==> src/rtl/counter_sequencer_if.sv <==
// Control and status bundle for counter_sequencer: commands from the master, count/status back.
interface counter_sequencer_if #(
    parameter int WIDTH = 4
);
    logic             start;
    logic             stop;
    logic             pause;
    logic             mode;
    logic [WIDTH-1:0] tc;
    logic [WIDTH-1:0] count;
    logic             busy;
    logic             done;
    logic [3:0]       wraps;
    logic [1:0]       state;

    modport master (
        output start, stop, pause, mode, tc,
        input  count, busy, done, wraps, state
    );

    modport slave (
        input  start, stop, pause, mode, tc,
        output count, busy, done, wraps, state
    );
endinterface

==> src/rtl/counter_sequencer.sv <==
// Start/stop/pause counter with one-shot or periodic terminal count and wrap tally.
module counter_sequencer #(
    parameter int WIDTH = 4
) (
    input  logic                clk,
    input  logic                rst,
    counter_sequencer_if.slave  bus
);
    localparam logic [1:0] ST_IDLE = 2'b00;
    localparam logic [1:0] ST_RUN  = 2'b01;
    localparam logic [1:0] ST_HOLD = 2'b10;
    localparam logic [1:0] ST_DONE = 2'b11;

    localparam logic [WIDTH-1:0] COUNT_ONE = {{(WIDTH-1){1'b0}}, 1'b1};

    logic [1:0]       state_reg, state_next;
    logic [WIDTH-1:0] count_reg, count_next;
    logic [WIDTH-1:0] tc_q_reg, tc_q_next;
    logic             mode_q_reg, mode_q_next;
    logic [3:0]       wraps_reg, wraps_next;
    logic             done_reg, done_next;
    logic             busy_reg, busy_next;
    logic             terminal;

    // Terminal compare uses the count currently on the output, so the period is tc_q+1.
    assign terminal = (count_reg == tc_q_reg);

    always_comb begin
        state_next  = state_reg;
        count_next  = count_reg;
        tc_q_next   = tc_q_reg;
        mode_q_next = mode_q_reg;
        wraps_next  = wraps_reg;
        done_next   = 1'b0;

        if (bus.stop) begin
            state_next = ST_IDLE;
            count_next = '0;
            wraps_next = '0;
        end else if (bus.start) begin
            state_next  = ST_RUN;
            count_next  = '0;
            wraps_next  = '0;
            tc_q_next   = bus.tc;
            mode_q_next = bus.mode;
        end else begin
            case (state_reg)
                ST_RUN: begin
                    // Pause beats a coincident terminal; the compare is retried after resume.
                    if (bus.pause) begin
                        state_next = ST_HOLD;
                    end else if (terminal) begin
                        done_next = 1'b1;
                        if (mode_q_reg) begin
                            count_next = '0;
                            if (wraps_reg != 4'd15) begin
                                wraps_next = wraps_reg + 4'd1;
                            end
                        end else begin
                            state_next = ST_DONE;
                        end
                    end else begin
                        count_next = count_reg + COUNT_ONE;
                    end
                end
                ST_HOLD: begin
                    if (!bus.pause) begin
                        state_next = ST_RUN;
                    end
                end
                default: begin
                end
            endcase
        end

        busy_next = (state_next == ST_RUN) || (state_next == ST_HOLD);
    end

    always_ff @(posedge clk or negedge rst) begin
        if (!rst) begin
            state_reg  <= ST_IDLE;
            count_reg  <= '0;
            tc_q_reg   <= '0;
            mode_q_reg <= 1'b0;
            wraps_reg  <= '0;
            done_reg   <= 1'b0;
            busy_reg   <= 1'b0;
        end else begin
            state_reg  <= state_next;
            count_reg  <= count_next;
            tc_q_reg   <= tc_q_next;
            mode_q_reg <= mode_q_next;
            wraps_reg  <= wraps_next;
            done_reg   <= done_next;
            busy_reg   <= busy_next;
        end
    end

    assign bus.state = state_reg;
    assign bus.count = count_reg;
    assign bus.busy  = busy_reg;
    assign bus.done  = done_reg;
    assign bus.wraps = wraps_reg;
endmodule
==> src/flat_wrapper.sv <==
// flat-port wrapper written by rule: the top's interface ports become plain ports
module counter_sequencer_flat 
#(
    parameter int WIDTH = 4
)
  (clk, rst, bus_start, bus_stop, bus_pause, bus_mode, bus_tc, bus_count, bus_busy, bus_done, bus_wraps, bus_state);
  counter_sequencer_if #(.WIDTH(WIDTH)) bus_i ();
  input  logic clk;
  input  logic rst;
  input wire logic [$bits(bus_i.start)-1:0] bus_start;
  input wire logic [$bits(bus_i.stop)-1:0] bus_stop;
  input wire logic [$bits(bus_i.pause)-1:0] bus_pause;
  input wire logic [$bits(bus_i.mode)-1:0] bus_mode;
  input wire logic [$bits(bus_i.tc)-1:0] bus_tc;
  output wire logic [$bits(bus_i.count)-1:0] bus_count;
  output wire logic [$bits(bus_i.busy)-1:0] bus_busy;
  output wire logic [$bits(bus_i.done)-1:0] bus_done;
  output wire logic [$bits(bus_i.wraps)-1:0] bus_wraps;
  output wire logic [$bits(bus_i.state)-1:0] bus_state;
  assign bus_i.start = bus_start;
  assign bus_i.stop = bus_stop;
  assign bus_i.pause = bus_pause;
  assign bus_i.mode = bus_mode;
  assign bus_i.tc = bus_tc;
  assign bus_count = bus_i.count;
  assign bus_busy = bus_i.busy;
  assign bus_done = bus_i.done;
  assign bus_wraps = bus_i.wraps;
  assign bus_state = bus_i.state;
  counter_sequencer #(.WIDTH(WIDTH)) u_core (.clk(clk), .rst(rst), .bus(bus_i));
endmodule
==> config.mk <==
export PLATFORM = sky130hd
export DESIGN_NAME = counter_sequencer_flat
export DESIGN_NICKNAME = d
export VERILOG_FILES = /design/src/rtl/counter_sequencer_if.sv /design/src/rtl/counter_sequencer.sv /design/src/flat_wrapper.sv
export SDC_FILE = /design/constraint.sdc
export NUM_CORES = 1
export LEC_CHECK = 0
export CAP_MARGIN = 20
export CORE_ASPECT_RATIO = 1.5
export CORE_MARGIN = 10
export CORE_UTILIZATION = 40
export CTS_BUF_LIST = sky130_fd_sc_hd__clkbuf_4
export CTS_CLUSTER_DIAMETER = 150
export DETAILED_ROUTE_END_ITERATION = 12
export DONT_BUFFER_PORTS = 1
export SYNTH_ARGS = -nofsm -noshare
export SYNTH_HDL_FRONTEND = slang
export SYNTH_SLANG_ARGS = --single-unit
==> constraint.sdc <==
create_clock -name clk -period 2.4 [get_ports clk]
set_input_delay 0 -clock clk [delete_from_list [all_inputs] [get_ports clk]]
set_output_delay 0 -clock clk [all_outputs]
set_load 0.05 [all_outputs]
# --- After elaboration in Yosys (flattened, before gate mapping) ---
# Index checks and enable logic that the tools add are counted.
totals:
  inputBits: 10
  wordCells: 51
  out_inout_bits: 12
  register_bits: 17
classes:
  addsub: 2
  n_bitwise: 1
  n_mux: 25
  reduce_logical: 8
  eq_ne: 8
op_table:
  columns: ["cell", "count"]
  rows:
  - ["$mux W4", 13]
  - ["$mux W2", 6]
  - ["$reduce_bool A3 Y1", 4]
  - ["$add A4 B1 Y4 const B", 2]
  - ["$mux W1", 5]
  - ["$reduce_and A5 Y1", 1]
  - ["$eq A2 B1 Y1 const B", 2]
  - ["$eq A2 B2 Y1 const B", 2]
  - ["$eq A4 B4 Y1", 1]
  - ["$ne A4 B3 Y1 const B", 1]
  - ["$ne A4 B4 Y1 const B", 1]
  - ["$pmux W2 S2", 1]
  - ["$ne A3 B3 Y1 const B", 1]
  - ["$reduce_and A3 Y1", 1]
  - ["$reduce_and A2 Y1", 1]
  - ["$logic_or A1 B1 Y1", 1]
  - ["$not A1 Y1", 1]

# --- Logic depth before layout (Yosys ltp) ---
# Gate-level depths: netlist of the first run.
logic_depth:
  depth_word: 8
  mapped_depth: 7
  mapped_depth_nobuf: 7

# --- Worst setup path after synthesis of the first run ---
# No wires, ideal clock.
synth_timing:
  path_type: "reg-to-reg"
  start: "reg u_core.state_reg[0] (netlist: u_core.bus.state[0])"
  end: "reg u_core.busy_reg (netlist: u_core.bus.busy)"
  period_less_slack_ns: 2.066
  stages_incl_launch_ff: 6
  path_buffers: 0
  setup_time_ns: 0.079
  required_ns: 2.321
  slack_ns: 0.334
  arrival_time_ns: 1.987
  path_cell_list: "dfrtp_1 inv_1 ha_1 or4_1 a31oi_2 xor2_1"
synth_between:
  elab_cells_between_ends: 12
  cone_classes: "eq/ne: 4; mux: 7; reduce/logical: 1"
synth_rtl:
  columns: ["item", "line", "text"]
  rows:
  - ["start: declaration", "counter_sequencer.sv:16", "logic [1:0] state_reg, state_next;"]
  - ["start signal: assignment", "counter_sequencer.sv:89", "state_reg <= state_next;"]
  - ["$eq A2 B2 Y1 or $eq A2 B1 Y1 (tied branches)", "counter_sequencer.sv:47", "case (state_reg)"]
  - ["$pmux W2 S2 (*)", "counter_sequencer.sv:47", null]
  - ["$mux W2 (*)", "counter_sequencer.sv:40", "end else if (bus.start) begin"]
  - ["$mux W2 (*)", "counter_sequencer.sv:36", "if (bus.stop) begin"]
  - ["net u_core.state_next[1]", "counter_sequencer.sv:16", null]
  - ["$eq A2 B1 Y1 or $eq A2 B2 Y1 (tied branches)", "counter_sequencer.sv:76", "busy_next = (state_next == ST_RUN) || (state_next == ST_HOLD);"]
  - ["$logic_or A1 B1 Y1 (*)", "counter_sequencer.sv:76", null]
  - ["net u_core.busy_next", "counter_sequencer.sv:22", "logic busy_reg, busy_next;"]
  - ["end signal: assignment", "counter_sequencer.sv:95", "busy_reg <= busy_next;"]
  - ["end: declaration", "counter_sequencer.sv:22", null]
# The timed path passes the listed nets; every way through them passes the cells marked *.
# A chain may end at the register's enable or synchronous reset.

# --- Worst setup path in the final report of the first run ---
layout_timing:
  start: "reg u_core.state_reg[0] (netlist: u_core.bus.state[0])"
  end: "reg u_core.state_reg[0] (netlist: u_core.bus.state[0])"
layout_between:
  elab_chain_cells: 6
  elab_cells_between_ends: 9
  cone_classes: "eq/ne: 2; mux: 7"
layout_rtl:
  columns: ["item", "line", "text"]
  rows:
  - ["$mux W2", "counter_sequencer.sv:54", "if (mode_q_reg) begin"]
  - ["$mux W2", "counter_sequencer.sv:52", "end else if (terminal) begin"]
  - ["$mux W2", "counter_sequencer.sv:50", "if (bus.pause) begin"]
  - ["$pmux W2 S2 (*)", "counter_sequencer.sv:47", null]
  - ["$mux W2 (*)", "counter_sequencer.sv:40", null]
  - ["$mux W2 (*)", "counter_sequencer.sv:36", null]
  - ["net u_core.state_next[0]", "counter_sequencer.sv:16", null]
# Marks and branches as above.

==> run_summary.xml, run 1 <==
<?xml version="1.0" encoding="UTF-8"?>
<metrics>
  <group name="status">
    <metric name="outcome" unit="">completed</metric>
  </group>
  <group name="timing">
    <metric name="rsz_0062_raised_after_global_routing" unit="">false</metric>
    <metric name="worst_slew_margin_rel" unit="%">48.72</metric>
    <metric name="total_setup_violations_reported_at_the_end_of_the_flow" unit="">0</metric>
    <metric name="max_freq" unit="MHz">462.6</metric>
    <metric name="setup_total_negative_slack" unit="ns">0</metric>
    <metric name="tightestPinTransition" unit="ns">0.7666</metric>
    <metric name="finalCritPeriodShare" unit="%">90.06</metric>
    <metric name="timing_max_transition_violations_final" unit="">0</metric>
    <metric name="timing.final.crit_period" unit="ns">2.162</metric>
    <metric name="fin_worst_skew" unit="ns">0.002157</metric>
    <metric name="report.final.hold_viol_count" unit="">0</metric>
  </group>
  <group name="floorplan">
    <metric name="io_pins" unit="">22</metric>
    <metric name="fp.coreArea" unit="mm2">0.002233</metric>
    <metric name="floorplan.initialDensity" unit="%">41.46</metric>
    <metric name="die_height" unit="um">78.93</metric>
    <metric name="die_width" unit="um">59.28</metric>
    <metric name="floorplan.die_area" unit="mm2">0.004679</metric>
    <metric name="std_cell_rows" unit="">21</metric>
  </group>
  <group name="global_route">
    <metric name="grt_pass1_vias" unit="">754</metric>
    <metric name="grt_start_max_net_pins" unit="">18</metric>
    <metric name="groute.usage.overall" unit="%">9.410</metric>
    <metric name="global_route.overflow_total" unit="">0</metric>
    <metric name="number_of_antenna_violations_at_the_first_check_in_global_routing" unit="">0</metric>
    <metric name="grt_pass1_wl" unit="um">3512</metric>
  </group>
  <group name="placement">
    <metric name="placedCellCount" unit="">117</metric>
    <metric name="detailed_place_hpwl" unit="um">1504</metric>
    <metric name="buffer_ports.inserted" unit="">0</metric>
    <metric name="globalplace.congestion" unit="">0.8127</metric>
  </group>
  <group name="clock_tree">
    <metric name="cts_made_buffers" unit="">3</metric>
    <metric name="cts.sink_count" unit="">17</metric>
    <metric name="cts.repair.resized" unit="">0</metric>
    <metric name="ctsHtreeMaxLevel" unit="">1</metric>
    <metric name="cts_root_buffer_type" unit="">sky130_fd_sc_hd__clkbuf_4</metric>
    <metric name="cts_tree" unit="">yes</metric>
    <metric name="max-clock-path-buffers" unit="">2</metric>
    <metric name="cts.reportedPaths.clkPinSlew" unit="ns">0.10</metric>
    <metric name="worst_skew_pair.late_latency" unit="ns">0.29</metric>
  </group>
  <group name="setup_path">
    <metric name="worstRegToRegCells" unit="">5</metric>
    <metric name="critPathMaxFanout" unit="">6</metric>
    <metric name="critPathLaunchType" unit="">register</metric>
    <metric name="timing.rr.end" unit="">u_core.bus.state[0]$_DFF_PN0_</metric>
    <metric name="worst_r2r_startpoint" unit="">u_core.bus.state[0]$_DFF_PN0_</metric>
    <metric name="worst_setup_path_end_kind" unit="">register</metric>
    <metric name="worst-r2r-setup-slack" unit="ns">0.24</metric>
    <metric name="crit_required" unit="ns">2.63</metric>
    <metric name="setup.worst_path.class" unit="">register to register</metric>
    <metric name="arrival" unit="ns">2.39</metric>
  </group>
  <group name="synth">
    <metric name="netlist_area_before_placement" unit="um2">925.9</metric>
    <metric name="post_synth_inst_count" unit="">89</metric>
    <metric name="seq_area_frac_synth" unit="%">45.95</metric>
    <metric name="post_synthesis_async_set_or_reset_flop_share" unit="%">100.0</metric>
    <metric name="synth_area_per_cell" unit="um2">10.40</metric>
    <metric name="ys_ff_latch" unit="">17</metric>
    <metric name="synth_enable_flop_cells" unit="">0</metric>
    <metric name="yosys.cell_types.count" unit="">27</metric>
    <metric name="ys_warn_count" unit="">0</metric>
    <metric name="syn-num-nets" unit="">103</metric>
    <metric name="ys_dominant_reg_cell" unit="">sky130_fd_sc_hd__dfrtp_1</metric>
  </group>
  <group name="pwr">
    <metric name="power_density" unit="mW/mm2">514.0</metric>
    <metric name="p_leak" unit="nW">0.4607</metric>
    <metric name="irDropWorstVdd" unit="V">0.0003199</metric>
  </group>
  <group name="cells_and_area">
    <metric name="num_antenna_cells" unit="">0</metric>
    <metric name="count_of_fill_cells_added_during_filler_insertion" unit="">208</metric>
    <metric name="synthToLayoutAreaGrowth" unit="%">20.95</metric>
    <metric name="post_route_cells_drive_above_1_share" unit="%">20.37</metric>
    <metric name="layoutNonFillerInstCount" unit="">131</metric>
    <metric name="num-nets-final" unit="">123</metric>
  </group>
  <group name="detailed_routing">
    <metric name="drt-wirelength-per-cell" unit="um">15.40</metric>
    <metric name="drc_viols" unit="">0</metric>
    <metric name="num_vias" unit="">706</metric>
    <metric name="ant_nets" unit="">0</metric>
    <metric name="per_cell_via_count_in_the_routed_design" unit="">5.389</metric>
    <metric name="firstDrtPassIters" unit="">2</metric>
    <metric name="wirelength" unit="um">2017</metric>
    <metric name="first_iter_violations" unit="">15</metric>
  </group>
  <group name="worst_hold_path">
    <metric name="hold_class" unit="">input port to register</metric>
    <metric name="hold-path-cell-count" unit="">2</metric>
    <metric name="hold_start" unit="">bus_stop</metric>
    <metric name="holdPathEnd" unit="">u_core.bus.wraps[1]$_DFFE_PN0P_</metric>
  </group>
  <group name="run">
    <metric name="cap_violations" unit="">0</metric>
  </group>
</metrics>
## worst max-delay path by stage
stage	from	end	slack, ns
finish	u_core.bus.state[0]$_DFF_PN0_	u_core.bus.state[0]$_DFF_PN0_	0.24
global route	u_core.bus.state[0]$_DFF_PN0_	u_core.bus.state[0]$_DFF_PN0_	0.11
CTS	u_core.bus.state[0]$_DFF_PN0_	u_core.bus.state[0]$_DFF_PN0_	0.25
detailed placement	u_core.bus.state[0]$_DFF_PN0_	u_core.bus.busy$_DFF_PN0_	0.62
global placement	u_core.bus.state[0]$_DFF_PN0_	u_core.bus.busy$_DFF_PN0_	0.65
floorplan	u_core.bus.state[0]$_DFF_PN0_	u_core.bus.busy$_DFF_PN0_	0.33
## per-stage QoR
stage	util (%)	total power, W	area [um2]	setup slack, ns	hold slack [ns]
floorplan	-	0.0003912	925.9	0.3335	-0.2956
global placement	44.43	0.0004044	992.2	0.6460	-0.2949
detailed placement	44.43	0.0004074	992.2	0.6234	-0.2949
CTS	50.14	0.0005829	1120	0.2518	0.02256
global route	50.14	0.0006039	1120	0.1072	0.02963
finish	50.14	0.0005755	1120	0.2385	0.01524
## final cells by class
type / instances / area [um2] / share of cell area [%]
repair buffers: 17 / 152.6 / 13.63
flip-flops and latches: 17 / 425.4 / 37.99
clock buffers: 3 / 22.52 / 2.011
clock inverters: 1 / 5.005 / 0.4469
inverters: 3 / 11.26 / 1.006
well taps: 23 / 28.78 / 2.570
multi-input cells: 67 / 474.2 / 42.35
## routing by layer
layer	GRT usage, %	vias up	share of wire [%]
met5	0	-	0
met4	4.147	0	1.9
met3	3.822	4	9.3
met2	16.39	18	51
met1	9.313	339	38
li1	-	345	-
## synthesized netlist by cell type (2+ instances only)
| cell type | instances | area (um2) |
|---|---|---|
| sky130_fd_sc_hd__dfrtp_1 | 17 | 425.4 |
| sky130_fd_sc_hd__nor2_1 | 9 | 33.78 |
| sky130_fd_sc_hd__xnor2_1 | 6 | 52.55 |
| sky130_fd_sc_hd__mux2_2 | 5 | 56.30 |
| sky130_fd_sc_hd__nand2_1 | 5 | 18.77 |
| sky130_fd_sc_hd__nor3_1 | 5 | 25.02 |
| sky130_fd_sc_hd__o21ai_0 | 5 | 25.02 |
| sky130_fd_sc_hd__a21oi_1 | 4 | 20.02 |
| sky130_fd_sc_hd__ha_1 | 4 | 50.05 |
| sky130_fd_sc_hd__inv_1 | 3 | 11.26 |
| sky130_fd_sc_hd__nand3_1 | 3 | 15.01 |
| sky130_fd_sc_hd__nor2b_1 | 3 | 18.77 |
| sky130_fd_sc_hd__a22oi_1 | 2 | 15.01 |
| sky130_fd_sc_hd__and2_1 | 2 | 12.51 |
| sky130_fd_sc_hd__mux2i_1 | 2 | 20.02 |
| sky130_fd_sc_hd__nand2b_1 | 2 | 12.51 |
| sky130_fd_sc_hd__nand4_1 | 2 | 12.51 |
## report_power, final
| part | switching [W] | total, W | internal (W) |
|---|---|---|---|
| clock network | 0.0000936 | 0.000156 | 0.0000620 |
| logic | 0.0000481 | 0.0000961 | 0.0000480 |
| registers | 0.0000213 | 0.000324 | 0.000303 |
| total | 0.000163 | 0.000576 | 0.000413 |
## critical path: stages (launching register included)
cell and delay, ns:
sky130_fd_sc_hd__dfrtp_1 0.40, sky130_fd_sc_hd__inv_1 0.07, sky130_fd_sc_hd__ha_1 0.35, sky130_fd_sc_hd__or4_4 0.54
sky130_fd_sc_hd__a21oi_4 0.18, sky130_fd_sc_hd__dlygate4sd3_1 0.57
## what timing repair did
action / in CTS / in global routing
hold buffers: 10 / 0
hold endpoints to repair: 26 / 0
buffers inserted: 0 / 0
## cell families (layout without fill, tap and decap cells)
kind of cell,Yosys count,in the layout,synth area share [%]
simple gates,35,35,19.59
mux,7,7,8.243
compound gates,13,13,9.594
buf+inv,5,24,2.837
fa+ha+maj,4,4,5.406
xor+xnor,8,8,8.379
flops,17,17,45.95
## layout by cell type (no fill, tap or decap), drive strengths merged
master / Yosys / routed
xor2: 1 / 1
or4: 2 / 2
xnor2: 7 / 7
a22oi: 2 / 2
and2: 3 / 3
dlygate4sd3: 0 / 10
nand3: 3 / 3
nor3: 5 / 5
clkbuf: 1 / 3
dfrtp: 17 / 17
o21ai: 5 / 5
nor2: 9 / 9
nand2b: 2 / 2
inv: 3 / 3
buf: 1 / 7
a21oi: 5 / 5
ha: 4 / 4
a31oi: 1 / 1
nand4: 2 / 2
nor2b: 3 / 3
nand2: 5 / 5
mux2: 5 / 5
mux2i: 2 / 2
or2: 1 / 1
clkinv: 0 / 1
No activity file was read; power rests on OpenSTA's default activity.
==> run 2, diff against run 1 <==
--- a/config.mk
+++ b/config.mk
@@ -6,7 +6,6 @@
 export NUM_CORES = 1
 export LEC_CHECK = 0
 export CAP_MARGIN = 20
-export CORE_ASPECT_RATIO = 1.5
 export CORE_MARGIN = 10
 export CORE_UTILIZATION = 40
 export CTS_BUF_LIST = sky130_fd_sc_hd__clkbuf_4
==> run 2 against run 1 <==
Total power rose by 1.4%. Largest cell class unchanged. Final cell count rose by 4.6%. Critical path type unchanged. Non-clock buffer count rose by 1. Sequential share of layout area fell by 0.54 points. First-iteration DRC count rose by 87%.
==> run_summary.xml, run 2 (synthesis results as in run 1) <==
<?xml version="1.0" encoding="UTF-8"?>
<metrics>
  <group name="status">
    <metric name="outcome" unit="">completed</metric>
  </group>
  <group name="cells_and_area">
    <metric name="num_antenna_cells" unit="">0</metric>
    <metric name="post-route-cell-area" unit="mm2">0.001136</metric>
    <metric name="layout.core_utilization" unit="%">51.36</metric>
    <metric name="num-nets-final" unit="">124</metric>
    <metric name="synthToLayoutAreaGrowth" unit="%">22.70</metric>
    <metric name="count_of_fill_cells_added_during_filler_insertion" unit="">209</metric>
    <metric name="layout_commonest_cell" unit="">sky130_fd_sc_hd__dfrtp_1</metric>
    <metric name="layout.cells.most_common_list" unit="">sky130_fd_sc_hd__dfrtp_1 (17), sky130_fd_sc_hd__nor2_1 (9), sky130_fd_sc_hd__dlygate4sd3_1 (9), sky130_fd_sc_hd__buf_4 (9), sky130_fd_sc_hd__xnor2_1 (6)</metric>
    <metric name="post_route_cells_drive_above_1_share" unit="%">23.85</metric>
    <metric name="multi_input_comb_area" unit="um2">479.2</metric>
    <metric name="seqCellArea" unit="um2">425.4</metric>
  </group>
  <group name="floorplan">
    <metric name="floorplan.die_area" unit="mm2">0.004639</metric>
    <metric name="die_height" unit="um">68.11</metric>
    <metric name="die_width" unit="um">68.11</metric>
    <metric name="floorplan.initialDensity" unit="%">41.86</metric>
    <metric name="std_cell_rows" unit="">17</metric>
    <metric name="fp.coreArea" unit="mm2">0.002212</metric>
    <metric name="io_pins" unit="">22</metric>
  </group>
  <group name="worst_hold_path">
    <metric name="hold_class" unit="">input port to register</metric>
  </group>
  <group name="pwr">
    <metric name="power.share.combinational" unit="%">17.4</metric>
    <metric name="p_leak" unit="nW">0.4630</metric>
    <metric name="power.switching_fraction" unit="%">28.73</metric>
    <metric name="power_density" unit="mW/mm2">513.6</metric>
    <metric name="p_switching" unit="W">0.0001676</metric>
    <metric name="intPower" unit="W">0.0004158</metric>
    <metric name="pwr-share-clk" unit="%">27.1</metric>
    <metric name="share_of_total_power_in_sequential_cells" unit="%">55.4</metric>
    <metric name="total_power" unit="W">0.0005835</metric>
    <metric name="irDropWorstVdd" unit="V">0.0004372</metric>
  </group>
  <group name="setup_path">
    <metric name="setup.worst_path.class" unit="">register to register</metric>
    <metric name="crit_required" unit="ns">2.59</metric>
    <metric name="critPathMaxFanout" unit="">6</metric>
    <metric name="arrival" unit="ns">2.51</metric>
    <metric name="critPathLaunchType" unit="">register</metric>
    <metric name="worst_setup_path_end_kind" unit="">register</metric>
  </group>
  <group name="clock_tree">
    <metric name="cts_tree" unit="">yes</metric>
    <metric name="max-clock-path-buffers" unit="">2</metric>
    <metric name="cts.sink_count" unit="">17</metric>
    <metric name="ctsHtreeMaxLevel" unit="">1</metric>
    <metric name="cts_made_buffers" unit="">3</metric>
    <metric name="cts.reportedPaths.clkPinSlew" unit="ns">0.10</metric>
    <metric name="cts_root_buffer_type" unit="">sky130_fd_sc_hd__clkbuf_4</metric>
    <metric name="worst_skew_pair.late_latency" unit="ns">0.30</metric>
  </group>
  <group name="placement">
    <metric name="buffer_ports.inserted" unit="">0</metric>
    <metric name="globalplace.congestion" unit="">0.7259</metric>
    <metric name="detailed_place_hpwl" unit="um">1523</metric>
    <metric name="placedInstanceArea" unit="um2">998.5</metric>
    <metric name="pre_cts_slack" unit="ns">0.5888</metric>
  </group>
  <group name="timing">
    <metric name="timing_max_transition_violations_final" unit="">0</metric>
    <metric name="rsz_0062_raised_after_global_routing" unit="">false</metric>
    <metric name="setup_total_negative_slack" unit="ns">0</metric>
    <metric name="finalCritPeriodShare" unit="%">96.49</metric>
    <metric name="tightestPinTransition" unit="ns">0.7799</metric>
    <metric name="post-route-worst-setup-slack" unit="ns">0.08413</metric>
    <metric name="report.final.hold_viol_count" unit="">0</metric>
    <metric name="total_setup_violations_reported_at_the_end_of_the_flow" unit="">0</metric>
    <metric name="timing.final.crit_period" unit="ns">2.316</metric>
    <metric name="fin_worst_skew" unit="ns">0.001694</metric>
    <metric name="worst_slew_margin_rel" unit="%">47.83</metric>
    <metric name="max_freq" unit="MHz">431.8</metric>
  </group>
  <group name="detailed_routing">
    <metric name="wirelength" unit="um">2018</metric>
    <metric name="drc_viols" unit="">0</metric>
    <metric name="per_cell_via_count_in_the_routed_design" unit="">5.161</metric>
    <metric name="first_iter_violations" unit="">28</metric>
    <metric name="drt-wirelength-per-cell" unit="um">14.73</metric>
    <metric name="ant_nets" unit="">0</metric>
    <metric name="firstDrtPassIters" unit="">4</metric>
    <metric name="num_vias" unit="">707</metric>
  </group>
  <group name="global_route">
    <metric name="groute.usage.overall" unit="%">9.854</metric>
    <metric name="number_of_antenna_violations_at_the_first_check_in_global_routing" unit="">0</metric>
    <metric name="grt_pass1_wl" unit="um">3470</metric>
    <metric name="grt_start_max_net_pins" unit="">18</metric>
    <metric name="grt_pass1_vias" unit="">746</metric>
    <metric name="global_route.overflow_total" unit="">0</metric>
  </group>
  <group name="run">
    <metric name="cap_violations" unit="">0</metric>
  </group>
</metrics>
==> run 2: metrics by stage <==
| step | std cells | hold slack [ns] |
|---|---|---|
| floorplan | 89 | -0.2956 |
| global placement | 122 | -0.2951 |
| detailed placement | 122 | -0.2950 |
| CTS | 135 | 0.02688 |
| global route | 137 | 0.03016 |
| finish | 137 | 0.02283 |
==> run 2: path summary, 6_finish.rpt <==
| kind | from | endpoint | slack, ns | cells after the start |
|---|---|---|---|---|
| hold / removal | bus_stop | u_core.bus.wraps[1]$_DFFE_PN0P_ | 0.02 | 2 |
| setup / recovery | u_core.bus.state[1]$_DFF_PN0_ | u_core.bus.busy$_DFF_PN0_ | 0.08 | 7 |
| max in group asynchronous | rst | u_core.bus.wraps[1]$_DFFE_PN0P_ | 1.70 | 1 |
| min in group asynchronous | rst | u_core.tc_q_reg[1]$_DFFE_PN0P_ | 0.21 | 1 |
| setup reg to reg | u_core.bus.state[1]$_DFF_PN0_ | u_core.bus.busy$_DFF_PN0_ | 0.08 | 7 |
| hold reg to reg | u_core.tc_q_reg[2]$_DFFE_PN0P_ | u_core.tc_q_reg[2]$_DFFE_PN0P_ | 0.54 | 1 |
==> run 2: power groups by stage <==
stage	Clock (W)	Combinational, W	Sequential (W)
final	0.000158	0.000102	0.000323
after global routing	0.000180	0.000113	0.000325
after CTS	0.000164	0.0000980	0.000324
after detailed placement	0	0.0000788	0.000330
after global placement	0	0.0000754	0.000329
after floorplan	0	0.0000568	0.000334
==> run 2: per-layer routing <==
layer  vias to the layer above  track usage, %  routed length [um]
met5                         -               0                   0
met4                         0           4.523                  38
met3                         5           3.426                 165
met2                        15           16.98                1037
met1                       335           10.62                 776
li1                        352               -                   -
==> run 2: area by class of cell <==
type	instances	share of cell area, %
clock buffer	3	1.982
clock inverter	1	0.4405
inverter	3	0.9912
multi-input combinational	67	42.18
sequential	17	37.44
tap	28	3.084
timing repair buffer	18	13.88
==> run 2: repair_timing <==
item                                    CTS  global route
gates resized for setup                   0             2
endpoints found under the setup margin    0             1
buffers inserted                          0             2
endpoints found under the hold margin    26             0
hold buffers                              9             0
==> run 2: critical path, cell delays in order (launching register included) <==
cell                            delay, ns
sky130_fd_sc_hd__dfrtp_1             0.43
sky130_fd_sc_hd__ha_2                0.39
sky130_fd_sc_hd__nand2b_1            0.12
sky130_fd_sc_hd__a21oi_1             0.06
sky130_fd_sc_hd__nor3_1              0.38
sky130_fd_sc_hd__a21oi_4             0.08
sky130_fd_sc_hd__dlygate4sd3_1       0.60
sky130_fd_sc_hd__xor2_1              0.15
==> run 3, diff against run 2 <==
--- a/config.mk
+++ b/config.mk
@@ -12,6 +12,7 @@
 export CTS_CLUSTER_DIAMETER = 150
 export DETAILED_ROUTE_END_ITERATION = 12
 export DONT_BUFFER_PORTS = 1
+export GPL_TIMING_DRIVEN = 0
 export SYNTH_ARGS = -nofsm -noshare
 export SYNTH_HDL_FRONTEND = slang
 export SYNTH_SLANG_ARGS = --single-unit
==> run 3 against run 2 <==
Via count fell by 4.8%. Utilization fell by 2.6 points. Clock power fell by 4%. Sequential power rose by 3%. Final cell count fell by 5.1%. First-iteration DRC count rose by 43%. Critical path type unchanged. Largest cell class unchanged. Largest power group unchanged.
==> run_summary.xml, run 3 (synthesis results as in run 1) <==
<?xml version="1.0" encoding="UTF-8"?>
<metrics>
  <group name="cells_and_area">
    <metric name="layout_commonest_cell" unit="">sky130_fd_sc_hd__dfrtp_1</metric>
    <metric name="multi_input_comb_area" unit="um2">474.2</metric>
    <metric name="num_antenna_cells" unit="">0</metric>
    <metric name="num-nets-final" unit="">117</metric>
    <metric name="post_route_cells_drive_above_1_share" unit="%">15.69</metric>
    <metric name="layout.core_utilization" unit="%">48.76</metric>
    <metric name="seqCellArea" unit="um2">425.4</metric>
    <metric name="layoutNonFillerInstCount" unit="">130</metric>
    <metric name="count_of_fill_cells_added_during_filler_insertion" unit="">216</metric>
    <metric name="synthToLayoutAreaGrowth" unit="%">16.49</metric>
    <metric name="layout.cells.most_common_list" unit="">sky130_fd_sc_hd__dfrtp_1 (17), sky130_fd_sc_hd__nor2_1 (9), sky130_fd_sc_hd__dlygate4sd3_1 (9), sky130_fd_sc_hd__xnor2_1 (6)</metric>
  </group>
  <group name="global_route">
    <metric name="globalRouteMet1Util" unit="%">9.560</metric>
    <metric name="grt_pass1_wl" unit="um">3208</metric>
    <metric name="global_route_hottest_layer" unit="">met2</metric>
    <metric name="grtUsageMet3" unit="%">3.589</metric>
    <metric name="groute.usage.overall" unit="%">8.952</metric>
    <metric name="gr-usage-met2" unit="%">15.00</metric>
    <metric name="number_of_antenna_violations_at_the_first_check_in_global_routing" unit="">0</metric>
    <metric name="grt_start_max_net_pins" unit="">18</metric>
    <metric name="global_route.overflow_total" unit="">0</metric>
    <metric name="grt_pass1_vias" unit="">682</metric>
  </group>
  <group name="clock_tree">
    <metric name="cts_tree" unit="">yes</metric>
    <metric name="cts_root_buffer_type" unit="">sky130_fd_sc_hd__clkbuf_4</metric>
    <metric name="ctsHtreeMaxLevel" unit="">1</metric>
    <metric name="max-clock-path-buffers" unit="">2</metric>
    <metric name="cts_made_buffers" unit="">3</metric>
    <metric name="postCtsSetupBuffers" unit="">0</metric>
    <metric name="worst_skew_pair.late_latency" unit="ns">0.29</metric>
    <metric name="cts.reportedPaths.clkPinSlew" unit="ns">0.10</metric>
    <metric name="cts.sink_count" unit="">17</metric>
    <metric name="cts.repair.resized" unit="">0</metric>
    <metric name="ctsHoldBuffers" unit="">9</metric>
  </group>
  <group name="floorplan">
    <metric name="die_height" unit="um">68.11</metric>
    <metric name="io_pins" unit="">22</metric>
    <metric name="floorplan.die_area" unit="mm2">0.004639</metric>
    <metric name="fp.coreArea" unit="mm2">0.002212</metric>
    <metric name="floorplan.initialDensity" unit="%">41.86</metric>
    <metric name="std_cell_rows" unit="">17</metric>
    <metric name="die_width" unit="um">68.11</metric>
  </group>
  <group name="placement">
    <metric name="detailed_place_hpwl" unit="um">1457</metric>
    <metric name="globalplace.congestion" unit="">0.7401</metric>
    <metric name="buffer_ports.inserted" unit="">0</metric>
    <metric name="pre_cts_slack" unit="ns">0.2152</metric>
    <metric name="placedCellCount" unit="">117</metric>
  </group>
  <group name="setup_path">
    <metric name="critPathMaxFanout" unit="">6</metric>
    <metric name="crit_required" unit="ns">2.62</metric>
    <metric name="worst_setup_path_end_kind" unit="">register</metric>
    <metric name="arrival" unit="ns">2.43</metric>
    <metric name="setup.worst_path.class" unit="">register to register</metric>
    <metric name="critPathLaunchType" unit="">register</metric>
  </group>
  <group name="detailed_routing">
    <metric name="firstDrtPassIters" unit="">4</metric>
    <metric name="first_iter_violations" unit="">40</metric>
    <metric name="ant_nets" unit="">0</metric>
    <metric name="drt-wirelength-per-cell" unit="um">15.03</metric>
    <metric name="per_cell_via_count_in_the_routed_design" unit="">5.177</metric>
    <metric name="num_vias" unit="">673</metric>
    <metric name="wirelength" unit="um">1954</metric>
    <metric name="drc_viols" unit="">0</metric>
  </group>
  <group name="timing">
    <metric name="finalCritPeriodShare" unit="%">92.31</metric>
    <metric name="post-route-worst-setup-slack" unit="ns">0.1846</metric>
    <metric name="tightestPinTransition" unit="ns">0.7529</metric>
    <metric name="setup_total_negative_slack" unit="ns">0</metric>
    <metric name="worst_slew_margin_rel" unit="%">49.64</metric>
    <metric name="timing_max_transition_violations_final" unit="">0</metric>
    <metric name="total_setup_violations_reported_at_the_end_of_the_flow" unit="">0</metric>
    <metric name="timing.final.crit_period" unit="ns">2.215</metric>
    <metric name="max_freq" unit="MHz">451.4</metric>
    <metric name="rsz_0062_raised_after_global_routing" unit="">false</metric>
    <metric name="fin_worst_skew" unit="ns">0.003022</metric>
    <metric name="report.final.hold_viol_count" unit="">0</metric>
  </group>
  <group name="pwr">
    <metric name="power_density" unit="mW/mm2">525.4</metric>
    <metric name="p_leak" unit="nW">0.4261</metric>
    <metric name="total_power" unit="W">0.0005667</metric>
    <metric name="irDropWorstVdd" unit="V">0.0003987</metric>
  </group>
  <group name="run">
    <metric name="cap_violations" unit="">0</metric>
  </group>
  <group name="worst_hold_path">
    <metric name="hold_class" unit="">input port to register</metric>
  </group>
  <group name="status">
    <metric name="outcome" unit="">completed</metric>
  </group>
</metrics>
run 3: layout make-up:
cell class | instances | area share [%]
tap | 28 | 3.248
timing repair buffer | 9 | 8.353
buffer | 2 | 1.392
clock inverter | 1 | 0.4640
sequential | 17 | 39.44
multi-input combinational | 67 | 43.97
clock buffer | 3 | 2.088
inverter | 3 | 1.044
run 3: routing by layer:
metal / part of all wire [%] / wire (um)
met1: 40 / 778
met2: 49 / 961
met3: 10 / 196
met4: 0.87 / 17
met5: 0 / 0
run 3: worst max-delay path, cell delays in order, from the launching register on:
cell and delay, ns:
sky130_fd_sc_hd__dfrtp_1 0.69, sky130_fd_sc_hd__inv_1 0.14, sky130_fd_sc_hd__ha_1 0.40, sky130_fd_sc_hd__or4_1 0.53
sky130_fd_sc_hd__a31oi_2 0.24, sky130_fd_sc_hd__xor2_1 0.15
run 3: final timing paths:
kind	slack, ns	startpoint	cells after the start	to
hold / removal	0.06	bus_stop	2	u_core.mode_q_reg$_DFFE_PN0P_
setup reg to reg	0.18	u_core.bus.state[0]$_DFF_PN0_	5	u_core.bus.busy$_DFF_PN0_
min in group asynchronous	0.21	rst	1	u_core.bus.count[1]$_DFFE_PN0P_
max in group asynchronous	1.72	rst	1	u_core.mode_q_reg$_DFFE_PN0P_
hold reg to reg	0.54	u_core.tc_q_reg[2]$_DFFE_PN0P_	1	u_core.tc_q_reg[2]$_DFFE_PN0P_
setup / recovery	0.18	u_core.bus.state[0]$_DFF_PN0_	5	u_core.bus.busy$_DFF_PN0_
run 3: power breakdown:
group	internal [W]	switching [W]	total, W
logic	0.0000447	0.0000390	0.0000837
registers	0.000302	0.0000300	0.000332
clock network	0.0000619	0.0000886	0.000151
total	0.000409	0.000158	0.000567
run 3: metrics by stage:
step                hold WS, ns  cell area (um2)
global placement        -0.2951            960.9
CTS                     0.05211             1079
finish                  0.05731             1079
floorplan               -0.2956            925.9
global route            0.05924             1079
detailed placement      -0.2950            960.9
